--- src/rtl/pedal_mem_sched.sv ---
// Delay/reverb SRAM scheduler: per sample strobe, write the dry sample, read up to MAX_TAPS taps, emit saturated wet sample.
// Latency: out_valid n+3 cycles after sample_valid (n = active taps, 0 => 3 cycles, dry only).
// Backpressure: none; sample_valid outside IDLE is dropped and flagged on sticky overrun.
// Optional PEDAL_SCHED_STATUS_EN adds busy and overrun_cnt status ports.
module pedal_mem_sched #(
  parameter int DATA_W   = 16,
  parameter int ADDR_W   = 10,
  parameter int MAX_TAPS = 8
) (
  input  logic              wb_clk_i,
  input  logic              wb_rst_i,
  input  logic              sample_valid,
  input  logic [DATA_W-1:0] sample_in,
  input  logic              record,
  input  logic              delay_reverb,
  input  logic [7:0]        impulses,
  input  logic [7:0]        gain,
  input  logic [ADDR_W-1:0] delay_len,
  output logic              mem_en,
  output logic              mem_we,
  output logic [ADDR_W-1:0] mem_addr,
  output logic [DATA_W-1:0] mem_wdata,
  input  logic [DATA_W-1:0] mem_rdata,
  output logic [DATA_W-1:0] sample_out,
  output logic              out_valid,
  output logic              overrun
`ifdef PEDAL_SCHED_STATUS_EN
  ,
  output logic              busy,
  output logic [7:0]        overrun_cnt
`endif
);

  localparam int ACC_W = DATA_W + 4;
  localparam int TAP_W = $clog2(MAX_TAPS + 1);
  localparam logic signed [ACC_W-1:0] SAT_MAX = {{(ACC_W-DATA_W+1){1'b0}}, {(DATA_W-1){1'b1}}};
  localparam logic signed [ACC_W-1:0] SAT_MIN = {{(ACC_W-DATA_W+1){1'b1}}, {(DATA_W-1){1'b0}}};

  typedef enum logic [2:0] {IDLE, WRITE, READ, DRAIN, OUT} state_t;

  state_t                   state, state_nxt;
  logic [ADDR_W-1:0]        wr_ptr;
  logic [ADDR_W-1:0]        rd_addr;
  logic [ADDR_W-1:0]        cfg_dl;
  logic                     cfg_record;
  logic [7:0]               cfg_gain;
  logic [TAP_W-1:0]         n_taps;
  logic [TAP_W-1:0]         tap_cnt;
  logic [7:0]               w_cur;
  logic [7:0]               rd_w;
  logic                     rd_pend;
  logic [DATA_W-1:0]        wdata;
  logic signed [ACC_W-1:0]  acc;
  logic signed [ACC_W-1:0]  acc_nxt;
  logic signed [DATA_W+8:0] prod;
  logic signed [ACC_W-1:0]  term;
  logic [TAP_W-1:0]         n_sel;
  logic                     accept;

  assign accept = (state == IDLE) && sample_valid;

  // Tap count for the incoming sample: echo mode is always one tap, reverb clamps to MAX_TAPS.
  always_comb begin
    n_sel = TAP_W'(1);
    if (delay_reverb) begin
      if (impulses > 8'(MAX_TAPS)) n_sel = TAP_W'(MAX_TAPS);
      else                         n_sel = TAP_W'(impulses);
    end
  end

  // Weighted tap term from the read issued last cycle, folded into the running sum.
  always_comb begin
    prod    = $signed(mem_rdata) * $signed({1'b0, rd_w});
    term    = ACC_W'(prod >>> 8);
    acc_nxt = acc;
    if (rd_pend) acc_nxt = acc + term;
  end

  // State register.
  always_ff @(posedge wb_clk_i) begin
    if (wb_rst_i) state <= IDLE;
    else          state <= state_nxt;
  end

  // Next state and SRAM port drive; the port is idle outside WRITE/READ so one access per cycle at most.
  always_comb begin
    state_nxt = state;
    mem_en    = 1'b0;
    mem_we    = 1'b0;
    mem_addr  = '0;
    mem_wdata = '0;
    case (state)
      IDLE: if (sample_valid) state_nxt = WRITE;
      WRITE: begin
        mem_en    = cfg_record;
        mem_we    = cfg_record;
        mem_addr  = wr_ptr;
        mem_wdata = wdata;
        state_nxt = (n_taps == '0) ? DRAIN : READ;
      end
      READ: begin
        mem_en   = 1'b1;
        mem_addr = rd_addr;
        if (tap_cnt == n_taps) state_nxt = DRAIN;
      end
      DRAIN:   state_nxt = OUT;
      OUT:     state_nxt = IDLE;
      default: state_nxt = IDLE;
    endcase
  end

  // Datapath: capture config at accept, walk tap addresses/weights, accumulate, saturate on DRAIN.
  always_ff @(posedge wb_clk_i) begin
    if (wb_rst_i) begin
      wr_ptr     <= '0;
      rd_addr    <= '0;
      cfg_dl     <= '0;
      cfg_record <= 1'b0;
      cfg_gain   <= '0;
      n_taps     <= '0;
      tap_cnt    <= '0;
      w_cur      <= '0;
      rd_w       <= '0;
      rd_pend    <= 1'b0;
      wdata      <= '0;
      acc        <= '0;
      sample_out <= '0;
      out_valid  <= 1'b0;
    end else begin
      rd_pend   <= (state == READ);
      out_valid <= (state == DRAIN);
      if (rd_pend) acc <= acc_nxt;
      case (state)
        IDLE: if (sample_valid) begin
          acc        <= ACC_W'($signed(sample_in));
          wdata      <= sample_in;
          cfg_record <= record;
          cfg_gain   <= gain;
          cfg_dl     <= (delay_len == '0) ? ADDR_W'(1) : delay_len;
          n_taps     <= n_sel;
        end
        WRITE: begin
          rd_addr <= wr_ptr - cfg_dl;
          w_cur   <= cfg_gain;
          tap_cnt <= TAP_W'(1);
        end
        READ: begin
          rd_addr <= rd_addr - cfg_dl;
          rd_w    <= w_cur;
          w_cur   <= 8'((16'(w_cur) * 16'(cfg_gain)) >> 8);
          tap_cnt <= tap_cnt + TAP_W'(1);
        end
        DRAIN: begin
          if (acc_nxt > SAT_MAX)      sample_out <= SAT_MAX[DATA_W-1:0];
          else if (acc_nxt < SAT_MIN) sample_out <= SAT_MIN[DATA_W-1:0];
          else                        sample_out <= acc_nxt[DATA_W-1:0];
        end
        OUT: if (cfg_record) wr_ptr <= wr_ptr + ADDR_W'(1);
        default: ;
      endcase
    end
  end

  // Sticky flag for samples that arrive while a sequence is in flight.
  always_ff @(posedge wb_clk_i) begin
    if (wb_rst_i)                             overrun <= 1'b0;
    else if (sample_valid && state != IDLE)   overrun <= 1'b1;
  end

`ifdef PEDAL_SCHED_STATUS_EN
  assign busy = (state != IDLE);

  // Saturating count of dropped samples.
  always_ff @(posedge wb_clk_i) begin
    if (wb_rst_i)
      overrun_cnt <= '0;
    else if (sample_valid && state != IDLE && overrun_cnt != 8'hFF)
      overrun_cnt <= overrun_cnt + 8'd1;
  end
`endif

  // Accepted-sample strobe is only used by the FSM through sample_valid; keep it visible for debug.
  logic unused_ok;
  assign unused_ok = accept;

endmodule

--- config.mk ---
export PLATFORM = sky130hd
export DESIGN_NAME = pedal_mem_sched
export DESIGN_NICKNAME = d
export VERILOG_FILES = /design/src/rtl/pedal_mem_sched.sv
export SDC_FILE = /design/constraint.sdc
export NUM_CORES = 1
export LEC_CHECK = 0
export CAP_MARGIN = 20
export CORE_ASPECT_RATIO = 1.1
export CORE_MARGIN = 2
export CORE_UTILIZATION = 36
export CTS_CLUSTER_SIZE = 16
export DETAILED_ROUTE_END_ITERATION = 8
export GPL_ROUTABILITY_DRIVEN = 0
export GPL_TIMING_DRIVEN = 0
export HOLD_SLACK_MARGIN = 0.15
export PLACE_DENSITY = 0.59
export SETUP_SLACK_MARGIN = 0.5
export SLEW_MARGIN = 20
export SYNTH_ARGS = -nofsm -noshare
export SYNTH_HDL_FRONTEND = slang
export SYNTH_SLANG_ARGS = --single-unit
--- constraint.sdc ---
create_clock -name wb_clk_i -period 9.4 [get_ports wb_clk_i]
set_input_delay 0.94 -clock wb_clk_i [delete_from_list [all_inputs] [get_ports wb_clk_i]]
set_output_delay 0.94 -clock wb_clk_i [all_outputs]
set_load 0.005 [all_outputs]
# Word level (Yosys, flattened, before mapping)

Index checks and enable logic that the tools add are counted.

Flip-flop bits (word level): 121
Input port bits: 63

$add $sub $neg: 5
Multipliers: 2
Order comparisons: 3
Equal/unequal tests: 7
Multiplexer cells: 20
Reduce and logical (&&, ||, !) cells: 9

Operator list:

| operator              | count |
|---|---|
| $mux 20               | 4 |
| $mux 16               | 3 |
| $pmux 10 s2           | 2 |
| $mul 16x9->25         | 1 |
| $add 20x17->20        | 1 |
| $gt 20x16->1 const B  | 1 |
| $lt 20x16->1 const B  | 1 |
| $sub 10x10->10        | 2 |
| $mul 8x8->16          | 1 |
| $pmux 8 s2            | 1 |
| $pmux 3 s4            | 1 |
| $add 10x1->10 const B | 1 |
| $logic_not 10->1      | 1 |
| $mux 10               | 1 |
| $gt 8x4->1 const B    | 1 |
| $mux 4                | 2 |
| $pmux 4 s2            | 1 |
| $eq 3x2->1 const B    | 2 |
| $mux 3                | 2 |
| $reduce_and 2->1      | 3 |
| $add 4x1->4 const B   | 1 |
| $eq 4x4->1            | 1 |
| $logic_not 4->1       | 1 |
| $ne 2x2->1 const B    | 2 |
| other kinds (8)       | 9 |

# Longest topological paths before layout

Gate-level depths: netlist of the first run.

Depth after elaboration: 6
Depth in mapped cells: 33

# Worst setup path before layout of the first run

OpenSTA, ideal clock, no wires.

Kind: input to register
Start point: input mem_rdata[5]
End point: register sample_out[13]
Library setup time: 0.081 ns
Data arrival time: 7.482 ns
Required time: 9.319 ns
Slack: 1.837 ns
Stages: 31
Buffers on the path: 1
Cells stage by stage: nand2_1 -> fa_1 -> inv_1 -> fa_1 -> inv_1 -> fa_1 -> fa_1 -> inv_1 -> ha_1 -> nor3_1 -> o41ai_4 -> a41oi_1 -> nor2_1 -> o21a_1 -> o21a_1 -> o21a_1 -> o21a_1 -> nor2_1 -> xnor2_1 -> ha_1 -> and3_1 -> nor3b_1 -> o21ai_0 -> nand3_1 -> o31ai_2 -> a2111oi_0 -> nor3_1 -> nor4_2 -> buf_2 -> o21ai_0 -> a211oi_2

Cells in the longest elaborated chain, start to end: 6

Ends and longest elaborated chain:

| item                   | line | RTL |
|---|---|---|
| start: declaration     | 23   | `input logic [DATA_W-1:0] mem_rdata,` |
| $mul 16x9->25 *        | 73   | `prod = $signed(mem_rdata) * $signed({1'b0, rd_w});` |
| $add 20x17->20 *       | 76   | `if (rd_pend) acc_nxt = acc + term;` |
| $mux 20 *              | 76   |  |
| $lt 20x16->1           | 155  | `else if (acc_nxt < SAT_MIN) sample_out <= SAT_MIN[DATA_W-1:0];` |
| $mux 16                | 155  |  |
| $mux 16 *              | 154  | `if (acc_nxt > SAT_MAX) sample_out <= SAT_MAX[DATA_W-1:0];` |
| end signal: assignment | 154  |  |
| end signal: assignment | 155  |  |
| end signal: assignment | 156  | `else sample_out <= acc_nxt[DATA_W-1:0];` |
| end: declaration       | 24   | `output logic [DATA_W-1:0] sample_out,` |

Mark *: on every way between the ends. The rest lies on a longest branch, timed or not.
A chain may end at the register's enable or synchronous reset.

# Final worst setup path of the first run

Start point: input mem_rdata[4]
End point: register sample_out[13]

The elaborated chain is that of the path after synthesis.

==> impl_metrics.ini, run 1 <==
[power_and_ir_drop]
p_sw_mw = 0.900
p_leak_nw = 6.91
max-vdd-ir-drop_mv = 0.116
p_per_area_nw_per_um2 = 154
clockPowerShare_pct = 29.4
seq_power_share_pct = 29.3
power.share.combinational_pct = 41.3
swShare_pct = 39.4
p_int_mw = 1.39

[sta]
final-hold-violation-count = 0
post-route-period-util_pct = 90.2
fin_worst_skew_ps = 6.32
holdWs_ps = 451
fin_tns_setup_ps = 0
relSlewSlack_pct = 38.9
tightest_slew_ps = 909
slew_violations = 0
fmax_ghz = 0.118
rsz0062_at_grt = no
fin_crit_ps = 8480
finalSetupViolCount = 0

[clock_tree]
cts.sinks = 121
cts_buffer_depth = 2
clk_latency_ps = 430
cts_root_buffer = clkbuf_16
cts_hold_buf = 0
cts.reportedPaths.clkPinSlew_ps = 60
cts_tree = done
htreeDepth = 4
cts_buffers = 17

[logic_synthesis]
ys_warn_count = 0
synth.net_count = 1841
avgSynthCellArea_um2 = 8.26
synth_area_um2 = 12600
yosysSeqAreaShare_pct = 19.2
synthCells = 1529
async_flop_share_pct = 0
synth-main-ff-cell = dfxtp_1
ys_types = 65
synth_seq_cells = 121
synth_edf_count = 0

[route]
m1WireLength_um = 16200
final_antenna_net_count = 0
top_layer_used = met4
via_count = 10571
drc_errors = 0
wirelength_um = 35000
wl_per_cell_um = 16.6
detail_route.vias_per_cell = 5.02
initialDrtViolationCount = 575
wl_met3_um = 1200
wl_met2_um = 16800
drtPass1Iterations = 5

[worst_setup_path]
cp.required_ps = 9750
crit_buf_inv = 4
reg2reg_slack_ps = 1150
start_kind = input port
slowest_delay_ps = 560
end_kind = register
r2r_start = rd_w[2]$_SDFFE_PP0P_
crit_family = adder cells
worstReg2RegEnd = sample_out[13]$_SDFFE_PP0P_
r2r_cells = 33
path_class = in2reg
cp.arrival_ps = 8830
slowest_stage = clkdlybuf4s50_1
path_max_fanout = 10

[global_route]
grt_pass1_wl_um = 57100
grt_pass1_vias = 10829
track_usage_pct = 19.7
antenna_found_initial = 0
grt_max_degree = 17
overflow = 0

[placement]
dpl_cell_area_um2 = 14200
dp_hpwl_um = 27900
post-place-cells = 2074
io_buffers = 107

[die]
die-width_um = 183
die_h_um = 200
num_rows = 71
ios = 109
core_area_um2 = 34400
die_area_um2 = 36600
start_util_pct = 36.7

[layout]
finish.instance_area_um2 = 14900
drive_gt1_share_pct = 4.01
area_delta_synth_final_pct = 17.9
final_cell_count_no_fill = 2107
fin_util_pct = 43.3
diodes = 0
nNetsFinal = 1968

[worst_hold_path]
hold_end = wdata[3]$_SDFFE_PP0P_
hp-class = reg2reg
holdCritStartpoint = wdata[3]$_SDFFE_PP0P_
min_path_cells = 2

[run_status]
status = complete, no violations

[run]
cap_violations = 0
power groups by stage:
stage	clock, mW	combinational, mW	sequential [mW]
2_1_floorplan	0	0.628	0.658
3_3_place_gp	0	0.920	0.677
3_5_place_dp	0	0.931	0.679
4_1_cts	0.682	0.940	0.669
5_1_grt	0.695	1.05	0.682
6_report	0.672	0.944	0.670
layer usage:
layer / GRT usage [%] / up-vias
met5: 0 / -
met4: 5.76 / 0
met3: 2.53 / 52
met2: 33.3 / 230
met1: 26.3 / 5121
li1: - / 5168
stage by stage:
step | setup WS (ps) | total power [mW]
after global placement | 206 | 1.60
after CTS | 569 | 2.29
after floorplan | 1840 | 1.29
after detailed placement | 151 | 1.61
final | 923 | 2.29
after global routing | 359 | 2.43
what timing repair did:
action / CTS / global route
gates resized for setup: 0 / 10
setup buffers: 0 / 1
setup endpoints to repair: 0 / 17
final cells by class:
cell class	count	area (um^2)
Timing Repair Buffer	108	1080
Fill cell	3438	19500
Sequential cell	121	2420
Buffer	69	273
Clock buffer	19	443
Clock inverter	13	153
Tap cell	438	548
Inverter	210	788
Multi-Input combinational cell	1129	9180
synthesized netlist by cell type, types with 2 or more instances:
| library cell | instances | area [um^2] |
|---|---|---|
| dfxtp_1 | 121 | 2420 |
| a22o_1 | 3 | 26.3 |
| or3_1 | 3 | 18.8 |
| nor4_2 | 2 | 25.0 |
| nor3_1 | 17 | 85.1 |
| nor2b_1 | 18 | 113 |
| nor4_1 | 3 | 18.8 |
| a211oi_2 | 12 | 150 |
| a211oi_1 | 31 | 233 |
| a21o_1 | 13 | 97.6 |
| o31a_1 | 2 | 17.5 |
| or2_2 | 2 | 12.5 |
| a41oi_1 | 2 | 17.5 |
| a311oi_1 | 2 | 17.5 |
| fa_1 | 138 | 2760 |
| a22oi_1 | 4 | 30.0 |
| clkbuf_1 | 61 | 229 |
| and2_1 | 123 | 769 |
| a31oi_1 | 7 | 43.8 |
| mux2_2 | 3 | 33.8 |
| ha_1 | 111 | 1390 |
| a211o_1 | 2 | 17.5 |
| nand2_1 | 249 | 935 |
| and4_1 | 4 | 35.0 |
| xnor2_1 | 38 | 333 |
| mux2i_1 | 16 | 160 |
| nand2b_1 | 6 | 37.5 |
| o21bai_1 | 15 | 113 |
| o21a_1 | 9 | 67.6 |
| o21ai_0 | 33 | 165 |
| o2bb2ai_1 | 2 | 17.5 |
| inv_1 | 209 | 785 |
| o31ai_1 | 5 | 37.5 |
| buf_1 | 5 | 18.8 |
| nor3b_1 | 5 | 37.5 |
| nand4_1 | 6 | 37.5 |
| nor2_1 | 89 | 334 |
| o211a_1 | 2 | 20.0 |
| and3_1 | 4 | 25.0 |
| nand3_1 | 12 | 60.1 |
| xor2_1 | 16 | 140 |
| a21oi_1 | 101 | 505 |
worst min-delay path: stages (launching register included):
cell and delay, ps:
dfxtp_1 300, nand2_1 50, a21oi_1 50
worst max path at each step:
stage	depth (start not counted)	slack, ps	startpoint	endpoint
after floorplan	31	1840	mem_rdata[5]	sample_out[13]$_SDFFE_PP0P_
after global placement	31	210	mem_rdata[5]	sample_out[13]$_SDFFE_PP0P_
after detailed placement	32	150	mem_rdata[5]	sample_out[13]$_SDFFE_PP0P_
after CTS	32	570	mem_rdata[5]	sample_out[13]$_SDFFE_PP0P_
after global routing	32	360	mem_rdata[7]	sample_out[13]$_SDFFE_PP0P_
final	30	920	mem_rdata[4]	sample_out[13]$_SDFFE_PP0P_
kinds of logic (layout without fill, tap and decap cells):
| kind of cell | count (synthesis) | after routing | synth area share (%) |
|---|---|---|---|
| AOI/OAI and AO/OA | 255 | 255 | 13.4 |
| xor gates and xnor gates | 55 | 55 | 3.88 |
| adders and majority gates | 249 | 249 | 32.9 |
| buffers and inverters | 279 | 419 | 8.40 |
| DFF | 121 | 121 | 19.2 |
| muxes | 19 | 19 | 1.54 |
| and+or+nand+nor | 551 | 551 | 20.7 |
placed cells by master, fill, tap and decap left out, drive strengths merged, types with 7 or more instances in the layout:
| master | netlist | routed |
|---|---|---|
| nand3 | 12 | 12 |
| xnor2 | 39 | 39 |
| mux2i | 16 | 16 |
| o21ai | 33 | 33 |
| a211oi | 43 | 43 |
| nor2b | 18 | 18 |
| a31oi | 7 | 7 |
| nor2 | 89 | 89 |
| nor3 | 17 | 17 |
| xor2 | 16 | 16 |
| clkdlybuf4s50 | 0 | 105 |
| buf | 8 | 9 |
| a21oi | 101 | 101 |
| ha | 111 | 111 |
| nand2 | 250 | 250 |
| dfxtp | 121 | 121 |
| o21a | 9 | 9 |
| inv | 210 | 210 |
| fa | 138 | 138 |
| and2 | 123 | 123 |
| clkbuf | 61 | 80 |
| a21o | 13 | 13 |
| o21bai | 15 | 15 |
state kept, by name, indices dropped and copies added (netlist names):
name	count
acc	20
cfg_dl	10
cfg_gain	8
cfg_record	1
n_taps	4
out_valid	1
overrun	1
rd_addr	10
rd_pend	1
rd_w	8
sample_out	16
state	3
tap_cnt	4
w_cur	8
wdata	16
wr_ptr	10
(Power assumes the default switching activity.)
==> run 2: changes to the inputs <==
--- a/config.mk
+++ b/config.mk
@@ -8,13 +8,13 @@
 export CAP_MARGIN = 20
 export CORE_ASPECT_RATIO = 1.1
 export CORE_MARGIN = 2
-export CORE_UTILIZATION = 36
+export CORE_UTILIZATION = 60
 export CTS_CLUSTER_SIZE = 16
 export DETAILED_ROUTE_END_ITERATION = 8
 export GPL_ROUTABILITY_DRIVEN = 0
 export GPL_TIMING_DRIVEN = 0
 export HOLD_SLACK_MARGIN = 0.15
-export PLACE_DENSITY = 0.59
+export PLACE_DENSITY = 0.87
 export SETUP_SLACK_MARGIN = 0.5
 export SLEW_MARGIN = 20
 export SYNTH_ARGS = -nofsm -noshare
==> impl_metrics.ini, run 2 (synthesis results as in run 1) <==
[die]
ios = 109
start_util_pct = 61.3
num_rows = 55
die_area_um2 = 22200
die_h_um = 156
core_area_um2 = 20600
die-width_um = 142

[worst_hold_path]
min_path_cells = 2
hp-class = reg2reg
hold_end = wdata[13]$_SDFFE_PP0P_
holdCritStartpoint = wdata[13]$_SDFFE_PP0P_

[route]
m1WireLength_um = 13100
final_antenna_net_count = 0
wl_per_cell_um = 17.8
drc_errors = 0
drtPass1Iterations = 7
wl_met3_um = 2610
wirelength_um = 34300
via_count = 11268
initialDrtViolationCount = 855
wl_met2_um = 17000
detail_route.vias_per_cell = 5.85
top_layer_used = met4

[power_and_ir_drop]
power.share.combinational_pct = 40.0
p_total_mw = 2.40
swShare_pct = 38.6
p_int_mw = 1.47
max-vdd-ir-drop_mv = 0.161
p_sw_mw = 0.925
clockPowerShare_pct = 31.9
seq_power_share_pct = 28.1
p_leak_nw = 6.94
p_per_area_nw_per_um2 = 163

[run_status]
status = complete, no violations

[layout]
drive_gt1_share_pct = 3.95
diodes = 0
largest_reg_flops = 20
area_delta_synth_final_pct = 16.7
nNetsFinal = 1968
largest_register = acc
top_regs = acc x20, sample_out x16, wdata x16
mostFrequentLayoutCells = 249 x nand2_1, 209 x inv_1, 138 x fa_1, 123 x and2_1, 121 x dfxtp_1
final_cell_count_no_fill = 1925
final_common_cell = nand2_1
final.fill_count = 1453

[sta]
rsz0062_at_grt = no
finalSetupViolCount = 0
slew_violations = 0
tightest_slew_ps = 888
fmax_ghz = 0.119
fin_tns_setup_ps = 0
relSlewSlack_pct = 40.3
post-route-period-util_pct = 89.5
fin_worst_skew_ps = 7.94
final-hold-violation-count = 0
timing.final.ws_setup_ps = 985
fin_crit_ps = 8410
holdWs_ps = 453

[global_route]
grt_pass1_vias = 11709
track_usage_pct = 31.8
grt_pass1_wl_um = 56300
grt_max_degree = 17
antenna_found_initial = 0
overflow = 0

[clock_tree]
cts.sinks = 121
cts_buffers = 17
cts_tree = done
cts_hold_buf = 0
clk_latency_ps = 420
htreeDepth = 4
cts_buffer_depth = 2
cts_root_buffer = clkbuf_16
cts.reportedPaths.clkPinSlew_ps = 60

[worst_setup_path]
reg2reg_slack_ps = 1180
path_class = in2reg
slowest_stage = clkdlybuf4s50_1
end_kind = register
slowest_delay_ps = 660
r2r_start = rd_w[2]$_SDFFE_PP0P_
crit_family = adder cells
crit_buf_inv = 5
critPathLaunch = mem_rdata[5]
cp.arrival_ps = 8690
path_max_fanout = 10
worstReg2RegEnd = sample_out[13]$_SDFFE_PP0P_
start_kind = input port
r2r_cells = 33
cp.required_ps = 9670

[placement]
post-place-cells = 1892
place_ws_ps = 219
io_buffers = 107
dp_hpwl_um = 26000

[run]
cap_violations = 0
run 2: repair_timing:
item / 4_1_cts / 5_1_grt
pin swaps: 0 / 1
hold endpoints to repair: 0 / 0
setup endpoints to repair: 1 / 15
buffers inserted: 0 / 1
gates resized for setup: 1 / 4
run 2: worst max-delay path by stage:
stage                                              to  slack (ps)  depth (start not counted)
after global routing      sample_out[13]$_SDFFE_PP0P_         470                         32
final                     sample_out[13]$_SDFFE_PP0P_         990                         32
after detailed placement  sample_out[13]$_SDFFE_PP0P_         220                         32
after floorplan           sample_out[13]$_SDFFE_PP0P_        1840                         31
after global placement    sample_out[13]$_SDFFE_PP0P_         440                         32
after CTS                 sample_out[13]$_SDFFE_PP0P_         620                         32
run 2: power groups by stage:
stage | logic [mW] | clock network (mW) | registers, mW
after detailed placement | 0.910 | 0 | 0.679
final | 0.959 | 0.766 | 0.675
after global routing | 1.05 | 0.783 | 0.681
after floorplan | 0.628 | 0 | 0.658
after global placement | 0.881 | 0 | 0.675
after CTS | 0.934 | 0.760 | 0.670
run 2: metrics by stage:
stage          util [%]  cell area [um^2]
3_3_place_gp       68.1             14000
4_1_cts            71.5             14700
2_1_floorplan         -             12600
5_1_grt            71.6             14700
3_5_place_dp       68.1             14000
6_report           71.6             14700
run 2: worst register-to-register path: cells and delay by family (launching register included):
kind	cells	cell delay, ps
flip-flops	1	300
AO/OA/AOI/OAI	11	2290
AND/OR/NAND/NOR	9	1650
XOR/XNOR	1	170
buffers and inverters	6	1070
adder cells (fa/ha/maj)	6	2620
run 2: final cells by class:
cell class                      instances  area [um^2]  area share [%]
Tap cell                              256          320            2.17
Multi-Input combinational cell       1129         9170            62.2
Sequential cell                       121         2420            16.4
Clock inverter                         13          240            1.63
Inverter                              210          788            5.35
Timing Repair Buffer                  108         1080            7.32
Clock buffer                           19          443            3.01
Buffer                                 69          272            1.84
run 2: per-layer routing:
| layer | up-vias | global-route usage (%) |
|---|---|---|
| met5 | - | 0 |
| met4 | 0 | 13.9 |
| met3 | 122 | 5.46 |
| met2 | 548 | 56.0 |
| met1 | 5424 | 38.1 |
| li1 | 5174 | - |
==> run 3: changes to the inputs <==
--- a/config.mk
+++ b/config.mk
@@ -13,9 +13,10 @@
 export DETAILED_ROUTE_END_ITERATION = 8
 export GPL_ROUTABILITY_DRIVEN = 0
 export GPL_TIMING_DRIVEN = 0
-export HOLD_SLACK_MARGIN = 0.15
+export HOLD_SLACK_MARGIN = 0.08
 export PLACE_DENSITY = 0.87
 export SETUP_SLACK_MARGIN = 0.5
+export SKIP_CTS_REPAIR_TIMING = 1
 export SLEW_MARGIN = 20
 export SYNTH_ARGS = -nofsm -noshare
 export SYNTH_HDL_FRONTEND = slang
==> constraint.sdc (replaced) <==
create_clock -name wb_clk_i -period 9.4 [get_ports wb_clk_i]
set_input_delay 2.82 -clock wb_clk_i [delete_from_list [all_inputs] [get_ports wb_clk_i]]
set_output_delay 2.82 -clock wb_clk_i [all_outputs]
set_load 0.005 [all_outputs]
==> impl_metrics.ini, run 3 (synthesis results as in run 1) <==
[layout]
multiInputGateArea_um2 = 9500
final_common_cell = nand2_1
diodes = 0
mostFrequentLayoutCells = 241 x nand2_1, 206 x inv_1, 134 x fa_1, 121 x dfxtp_1, 116 x and2_1
regArea_um2 = 2420
final.fill_count = 1415
area_delta_synth_final_pct = 19.8
drive_gt1_share_pct = 9.48
largest_register = acc
top_regs = acc x20, sample_out x16, wdata x16
largest_reg_flops = 20
nNetsFinal = 1987

[route]
initialDrtViolationCount = 1011
wirelength_um = 35800
via_count = 11592
detail_route.vias_per_cell = 5.96
drtPass1Iterations = 6
drc_errors = 0
final_antenna_net_count = 0
wl_per_cell_um = 18.4

[sta]
fin_crit_ps = 9380
finalSetupViolCount = 0
slew_violations = 0
fin_tns_setup_ps = 0
post-route-period-util_pct = 99.8
relSlewSlack_pct = 39.0
timing.final.ws_setup_ps = 18.2
rsz0062_at_grt = yes
tightest_slew_ps = 908
fin_worst_skew_ps = 9.91
fmax_ghz = 0.107
final-hold-violation-count = 0

[die]
die-width_um = 142
core_area_um2 = 20600
die_area_um2 = 22200
start_util_pct = 61.3
ios = 109
die_h_um = 156
num_rows = 55

[worst_setup_path]
cp.required_ps = 9730
path_max_fanout = 8
slowest_stage = fa_2
path_class = in2reg
start_kind = input port
cp.arrival_ps = 9720
slowest_delay_ps = 600
end_kind = register

[global_route]
grt_pass1_wl_um = 56300
grt_pass1_vias = 11646
overflow = 0
antenna_found_initial = 0
grt_max_degree = 17
track_usage_pct = 31.8

[clock_tree]
htreeDepth = 4
cts_root_buffer = clkbuf_16
cts.sinks = 121
clk_latency_ps = 430
cts_buffers = 17
cts.reportedPaths.clkPinSlew_ps = 60
cts_tree = done
cts_buffer_depth = 2

[run_status]
status = complete, no violations

[worst_hold_path]
hp-class = reg2reg

[power_and_ir_drop]
max-vdd-ir-drop_mv = 0.220
p_per_area_nw_per_um2 = 157
p_leak_nw = 7.09
p_total_mw = 2.37

[run]
cap_violations = 0

[placement]
dp_hpwl_um = 26200
place_ws_ps = -1190
io_buffers = 107
run 3: path summary, 6_finish.rpt:
check                                             from                    endpoint  slack, ps  cells past startpoint
worst max register to register    rd_w[2]$_SDFFE_PP0P_  sample_out[2]$_SDFFE_PP0P_       1460                     33
worst min-delay path            wdata[15]$_SDFFE_PP0P_      wdata[15]$_SDFFE_PP0P_        450                      2
worst max-delay path                     mem_rdata[15]  sample_out[2]$_SDFFE_PP0P_         20                     31
worst min register to register  wdata[15]$_SDFFE_PP0P_      wdata[15]$_SDFFE_PP0P_        450                      2
run 3: power by group:
part	total [mW]	internal [mW]	switching [mW]
clock network	0.686	0.426	0.260
logic	1.01	0.386	0.626
registers	0.674	0.605	0.0683
run 3: per-stage QoR:
| stage | util, % | std cells | hold slack (ps) | cell area, um^2 |
|---|---|---|---|---|
| 5_1_grt | 73.5 | 1944 | 468 | 15100 |
| 6_report | 73.5 | 1944 | 452 | 15100 |
| 3_5_place_dp | 68.3 | 1892 | 442 | 14100 |
| 2_1_floorplan | - | 1529 | 432 | 12700 |
| 4_1_cts | 71.3 | 1924 | 450 | 14700 |
| 3_3_place_gp | 68.3 | 1892 | 437 | 14100 |
run 3: per-layer routing:
metal  vias up  GRT usage, %  routed length [um]
met5         -             0                   0
met4         0          14.9                1950
met3       195          6.23                3060
met2       689          55.6               17500
met1      5499          37.6               13300
li1       5209             -                   -
run 3: worst max-delay path, delay by kind of cell:
family                   cells  cell delay [ps]
AO/OA/AOI/OAI               11             1960
AND/OR/NAND/NOR              5             1120
buffers and inverters        9             1110
adder cells (fa/ha/maj)      6             2720
run 3: final cells by class:
class / count / area share (%)
clock inverter: 14 / 1.13
tap: 256 / 2.12
timing repair buffer: 127 / 7.89
sequential: 121 / 16.0
inverter: 210 / 5.21
clock buffer: 18 / 2.90
multi-input combinational: 1129 / 62.8
buffer: 69 / 1.89
